--- src/rtl/bn_pkg.sv ---
// bn_pkg: shared widths and the round-half-away/saturate helper for the BN stage
package bn_pkg;
  localparam int QUANT_W_DEF = 16;
  typedef struct packed {
    logic signed [31:0] value;
    logic               sat;
  } rs_t;
  function automatic int sum_w(input int wd, input int wa, input int wb);
    return (wd + wa > wb + 1) ? wd + wa : wb + 1;
  endfunction
  function automatic rs_t round_sat(input logic signed [63:0] sum, input int qw, input int wo);
    logic [63:0] mag, q;
    logic signed [64:0] sq, hi, lo;
    rs_t r;
    mag = sum[63] ? 64'(-sum) : 64'(sum);
    q = (mag >> qw) + ((mag >> (qw - 1)) & 64'd1);
    sq = sum[63] ? -$signed({1'b0, q}) : $signed({1'b0, q});
    hi = (65'sd1 <<< (wo - 1)) - 65'sd1;
    lo = -(65'sd1 <<< (wo - 1));
    r.sat = (sq > hi) || (sq < lo);
    r.value = 32'((sq > hi) ? hi : (sq < lo) ? lo : sq);
    return r;
  endfunction
endpackage

--- src/rtl/bn_coef_bank.sv ---
// bn_coef_bank: per-channel scale/bias registers, sync write, async read
module bn_coef_bank
  import bn_pkg::*;
#(
  parameter int CH_NUM  = 4,
  parameter int CH_W    = 2,
  parameter int WIDTH_A = 18,
  parameter int WIDTH_B = 32
) (
  input  logic                      i_sclk,
  input  logic                      i_rstn,
  input  logic                      i_we,
  input  logic [CH_W-1:0]           i_waddr,
  input  logic signed [WIDTH_A-1:0] i_wa,
  input  logic signed [WIDTH_B-1:0] i_wb,
  input  logic [CH_W-1:0]           i_raddr,
  output logic signed [WIDTH_A-1:0] o_ra,
  output logic signed [WIDTH_B-1:0] o_rb
);
  localparam int DEPTH = 1 << CH_W;
  logic signed [WIDTH_A-1:0] a_mem [DEPTH];
  logic signed [WIDTH_B-1:0] b_mem [DEPTH];
  // coefficient writes; entries beyond CH_NUM are never written and stay zero
  always_ff @(posedge i_sclk) begin
    if (!i_rstn) begin
      for (int i = 0; i < DEPTH; i++) begin
        a_mem[i] <= '0;
        b_mem[i] <= '0;
      end
    end else if (i_we && 32'(i_waddr) < CH_NUM) begin
      a_mem[i_waddr] <= i_wa;
      b_mem[i_waddr] <= i_wb;
    end
  end
  assign o_ra = a_mem[i_raddr];
  assign o_rb = b_mem[i_raddr];
endmodule

--- src/rtl/bn_act_quant_mc.sv ---
// bn_act_quant_mc: 3-stage per-channel scale/bias, round, saturate and ReLU with sideband delay
module bn_act_quant_mc
  import bn_pkg::*;
#(
  parameter int WIDTH_D = 29,
  parameter int WIDTH_A = 18,
  parameter int WIDTH_B = 32,
  parameter int WIDTH_O = 10,
  parameter int QUANT_W = QUANT_W_DEF,
  parameter int CH_NUM  = 4,
  parameter int CH_W    = 2
) (
  input  logic                      i_sclk,
  input  logic                      i_rstn,
  input  logic                      i_vsync,
  input  logic                      i_hsync,
  input  logic                      i_reuse,
  input  logic                      i_valid,
  input  logic signed [WIDTH_D-1:0] i_tdata,
  input  logic                      i_relu_en,
  input  logic                      i_cfg_we,
  input  logic [CH_W-1:0]           i_cfg_addr,
  input  logic signed [WIDTH_A-1:0] i_cfg_a,
  input  logic signed [WIDTH_B-1:0] i_cfg_b,
  output logic                      o_vsync,
  output logic                      o_hsync,
  output logic                      o_reuse,
  output logic                      o_valid,
  output logic signed [WIDTH_O-1:0] o_tdata,
  output logic                      o_sat,
  output logic [CH_W-1:0]           o_ch
);
  localparam int MW = WIDTH_D + WIDTH_A;
  localparam int SW = sum_w(WIDTH_D, WIDTH_A, WIDTH_B);
  logic [CH_W-1:0] ch, cur_ch, ch1, ch2;
  logic signed [WIDTH_A-1:0] ca;
  logic signed [WIDTH_B-1:0] cb, b1;
  logic signed [MW-1:0] m1;
  logic signed [SW-1:0] s2;
  logic [3:0] sb1, sb2;
  logic relu1, relu2, kill;
  rs_t rs;
  assign cur_ch = i_vsync ? '0 : ch;
  bn_coef_bank #(
    .CH_NUM (CH_NUM),
    .CH_W   (CH_W),
    .WIDTH_A(WIDTH_A),
    .WIDTH_B(WIDTH_B)
  ) u_bank (
    .i_sclk (i_sclk),
    .i_rstn (i_rstn),
    .i_we   (i_cfg_we),
    .i_waddr(i_cfg_addr),
    .i_wa   (i_cfg_a),
    .i_wb   (i_cfg_b),
    .i_raddr(cur_ch),
    .o_ra   (ca),
    .o_rb   (cb)
  );
  // channel counter: vsync restarts at 0, each valid sample advances with wrap
  always_ff @(posedge i_sclk) begin
    if (!i_rstn) ch <= '0;
    else if (i_valid) ch <= (cur_ch == CH_W'(CH_NUM - 1)) ? '0 : cur_ch + CH_W'(1);
    else if (i_vsync) ch <= '0;
  end
  // DSP datapath: product then bias add, valid-gated and left unreset
  always_ff @(posedge i_sclk) begin
    if (i_valid) begin
      m1 <= MW'(i_tdata) * MW'(ca);
      b1 <= cb;
    end
    if (sb1[0]) s2 <= SW'(m1) + SW'(b1);
  end
  // rounding, clamping and ReLU on the final sum
  always_comb begin
    rs = round_sat(64'(s2), QUANT_W, WIDTH_O);
    kill = relu2 & rs.value[31];
  end
  // sideband/control pipeline and registered outputs
  always_ff @(posedge i_sclk) begin
    if (!i_rstn) begin
      sb1 <= '0;
      sb2 <= '0;
      ch1 <= '0;
      ch2 <= '0;
      relu1 <= 1'b0;
      relu2 <= 1'b0;
      {o_vsync, o_hsync, o_reuse, o_valid} <= '0;
      o_tdata <= '0;
      o_sat <= 1'b0;
      o_ch <= '0;
    end else begin
      sb1 <= {i_vsync, i_hsync, i_reuse, i_valid};
      sb2 <= sb1;
      ch1 <= cur_ch;
      ch2 <= ch1;
      relu1 <= i_relu_en;
      relu2 <= relu1;
      {o_vsync, o_hsync, o_reuse, o_valid} <= sb2;
      o_ch <= ch2;
      o_sat <= sb2[0] & ~kill & rs.sat;
      if (sb2[0]) o_tdata <= kill ? '0 : rs.value[WIDTH_O-1:0];
    end
  end
endmodule

--- config.mk ---
export PLATFORM = sky130hd
export DESIGN_NAME = bn_act_quant_mc
export DESIGN_NICKNAME = d
export VERILOG_FILES = /design/src/rtl/bn_pkg.sv /design/src/rtl/bn_coef_bank.sv /design/src/rtl/bn_act_quant_mc.sv
export SDC_FILE = /design/constraint.sdc
export NUM_CORES = 2
export LEC_CHECK = 0
export ABC_AREA = 1
export BUFFER_PORTS_ARGS = -buffer_cell sky130_fd_sc_hd__buf_2
export CAP_MARGIN = 10
export CELL_PAD_IN_SITES_DETAIL_PLACEMENT = 0
export CELL_PAD_IN_SITES_GLOBAL_PLACEMENT = 1
export CORE_ASPECT_RATIO = 1.25
export CORE_UTILIZATION = 26
export CTS_BUF_LIST = sky130_fd_sc_hd__clkbuf_8
export CTS_CLUSTER_DIAMETER = 60
export DETAILED_ROUTE_END_ITERATION = 12
export PLACE_DENSITY = 0.46
export SYNTH_ARGS = -nofsm -noshare
export SYNTH_HDL_FRONTEND = slang
export SYNTH_SLANG_ARGS = --single-unit
--- constraint.sdc ---
create_clock -name i_sclk -period 12.4 [get_ports i_sclk]
set_clock_uncertainty 0.2 [all_clocks]
set_input_delay 0.62 -clock i_sclk [delete_from_list [all_inputs] [get_ports i_sclk]]
set_output_delay 0.62 -clock i_sclk [all_outputs]
set_load 0.005 [all_outputs]
==> impl_results.md <==
* Final min period at 9.424 ns
* Total Neg Setup Slack at 0 ns
* GRT Util Overall at 17.83%
* Synthesized flop and latch total at 359
* CP max stage cell: clkinv_1
* # rows at 154
* Crit path DAT at 9.60 ns
* Setup bufs post-CTS at 0
* Crit Path Category: input port to register
* Max incr delay on CP at 0.89 ns
* I/O Pins at 106
* Multiplexer share of the synthesized area at 0%
* Adder-Cell Fraction of Synth Area at 32.71%
* Area Overhead vs Synth at 10.93%
* DIE HEIGHT at 425.2 microns
* Largest cells by area after synthesis: fa_1 27%, edfxtp_1 26%, nand2_1 10%, inv_1 8.4%, nor2_1 6.3%
* Most frequent cell after synthesis: nand2_1
* Die X at 340.6 microns
* Hold Vio Cnt, Final at 0
* Hold-critical path depth at 3
* Crit path launch: i_vsync
* EDFF count, synth at 326
* Vias/cell at 4.397
* Crit-path max FO at 42
* Startpoint types: input port
* Non-Filler Instances at 6,418
* Antenna violations before repair at 5
* Worst r2r dst: m1[45]
* ANT nets after route at 0
* Synthesized net count at 5,172
* Crit. End Element: register
* GRT overflow at 0
* Final HPWL DP at 100.4 mm
* Area of the core at 141,600 sq um
* Fin nets at 5,254
* Largest area contributor in the netlist: fa_1
* Pre-antenna DRT Iters at 5
* Share of the synthesized area in the top cell type at 27.24%
* DRC viols at 0
* TritonCTS Buffers at 71
* Hold buffer count at CTS at 4
* Synth cell types at 46
* Hold_ws at 0.09608 ns
* Starting Density at 26.31%
* Hold Startpoint: i_cfg_b[6]
* F_max at 106.1 MHz
* PortBufs at 105
* Worst-path clk slew at 0.06 ns
* Actual slew at the worst max-slew pin at 1.102 ns
* Sequential area share after synthesis at 28.05%
* Gpl congestion at 0.7933
* YS warnings at 0
* WL final at 126.6 mm
* Simple-gate portion of the synthesized area at 21.74%
* Vias in the first global route at 31,320
* Fraction of layout cells with a size suffix above 1 at 8.141%
* Capture point of the worst path: m1[45]
* Synth Cell Area at 37,260 sq um
* Max-cap violations at 0
* Clock Sinks at 359
* RSZ-0062 raised after global routing: false
* R2R Setup Slk at 3.25 ns
* Final setup viols at 0
* Via Count at 28,220
* Cell at the root of the clock tree: clkbuf_8
* Ys async rst share at 0%
* Die area at 144,800 sq um
* Worst skew pair latency at 0.67 ns
* Critical R2R Launch: ch[0]
* Global-route wire length before repair at 194.0 mm
* Largest net degree at the start of global routing at 86
* CTS-repair resized insts at 0
* Synth Flop Type: edfxtp_1
* CTS H-tree lvls at 3
* Syn Inst Count at 4,413
* Avg WL per Cell at 19.72 microns
* Required @ worst endpoint at 12.58 ns
* HP Class: input port to register
* Largest family of logic cells by synthesized area: adder cells
* Slew HR at 26.52%
* Post-Synth XOR/XNOR Area at 2.539%
* TritonCTS clock tree: yes
* Pins Over Slew Limit at 0
* DR iter-0 viols at 1,318
* Clk buf depth at 3
* Most frequent cells after synthesis: 1,024 x nand2_1, 831 x inv_1, 624 x nor2_1, 507 x fa_1, 326 x edfxtp_1
* Syn Area/Cell at 8.443 sq um
* R2R depth at 33
* Placed Cells at 6,290
* Status: complete, no violations
* Compound-gate portion of the synthesized area at 4.873%
* Period utilisation layout at 76.00%
==> worst min-delay path by stage <==
| stage | slack (ns) | to |
|---|---|---|
| 5_1_grt | 0.04 | u_bank.b_mem[1][6] |
| 4_1_cts | 0.005 | u_bank.b_mem[0][6] |
| 3_3_place_gp | 0.19 | o_ch[0] |
| 2_1_floorplan | 0.19 | ch2[0] |
| 6_report | 0.1 | u_bank.b_mem[1][6] |
| 3_5_place_dp | 0.20 | ch2[0] |
==> cells by family after synthesis <==
group           count (synthesis)
simple gates                 1960
buf+inv                       998
flops                         359
fa+ha+maj                     670
xor+xnor                      108
compound gates                318
==> state kept, by name, indices dropped and copies added (netlist names), 4 cells and up <==
register      cells
u_bank.a_mem     72
o_tdata          10
sb2               4
u_bank.b_mem    128
m1               47
sb1               4
s2               47
b1               32
==> cells in the final DEF, fill, tap and decap left out, types with 7 or more instances in the layout <==
cell type	synthesis	final
fa_1	507	507
nor2_2	32	32
o21ai_0	107	107
nand3b_1	11	11
xor2_1	72	72
inv_2	15	15
nand2_2	50	56
dfxtp_1	33	32
o21a_1	12	12
inv_1	831	859
nand3_1	149	149
a21oi_1	99	99
o21bai_1	7	7
clkinv_1	19	25
nand2_1	1024	1017
buf_2	8	104
o22ai_1	33	33
nor3_1	12	12
nor2_1	624	622
nand4_1	30	30
edfxtp_1	326	326
clkbuf_8	0	72
nor2_4	10	12
a21oi_2	9	9
nand3_2	7	7
buf_4	1	34
ha_1	163	163
xnor2_1	36	36
a31oi_1	26	26
==> cell type report <==
type / instances / area [sq um]
Fill cell: 15380 / 100300
Sequential cell: 359 / 10450
Inverter: 865 / 3247
Timing Repair Buffer: 142 / 815.8
Multi-Input combinational cell: 3056 / 23090
Clock buffer: 72 / 991.0
Antenna cell: 1 / 2.502
Clock inverter: 51 / 396.6
Tap cell: 1872 / 2342
==> stage by stage <==
step / instance area, sq um / util (%) / worst slack [ns]
after floorplan: 37260 / - / 4.568
after global placement: 39900 / 28.18 / 2.922
after detailed placement: 39900 / 28.18 / 2.778
after CTS: 41330 / 29.18 / 2.974
after global routing: 41330 / 29.19 / 2.313
final: 41330 / 29.19 / 2.976
==> layer usage <==
layer | share of wire (%) | wire length [microns] | GRT usage, %
met4 | 2.7 | 3357 | 4.880
met1 | 42 | 53120 | 21.06
met2 | 53 | 67180 | 33.86
met5 | 0.023 | 29 | 0
met3 | 2.3 | 2882 | 1.751
==> critical path: cells and delay by family <==
| kind | cells | cell delay, ns |
|---|---|---|
| xor gates and xnor gates | 1 | 0.16 |
| adders and majority gates | 7 | 3.20 |
| AOI/OAI and AO/OA | 8 | 1.73 |
| buffers and inverters | 9 | 2.45 |
| and+or+nand+nor | 9 | 1.40 |
Power is left out: the tool's default activity adds up to more than one toggle a clock period on the data nets, which glitch-free logic cannot reach.
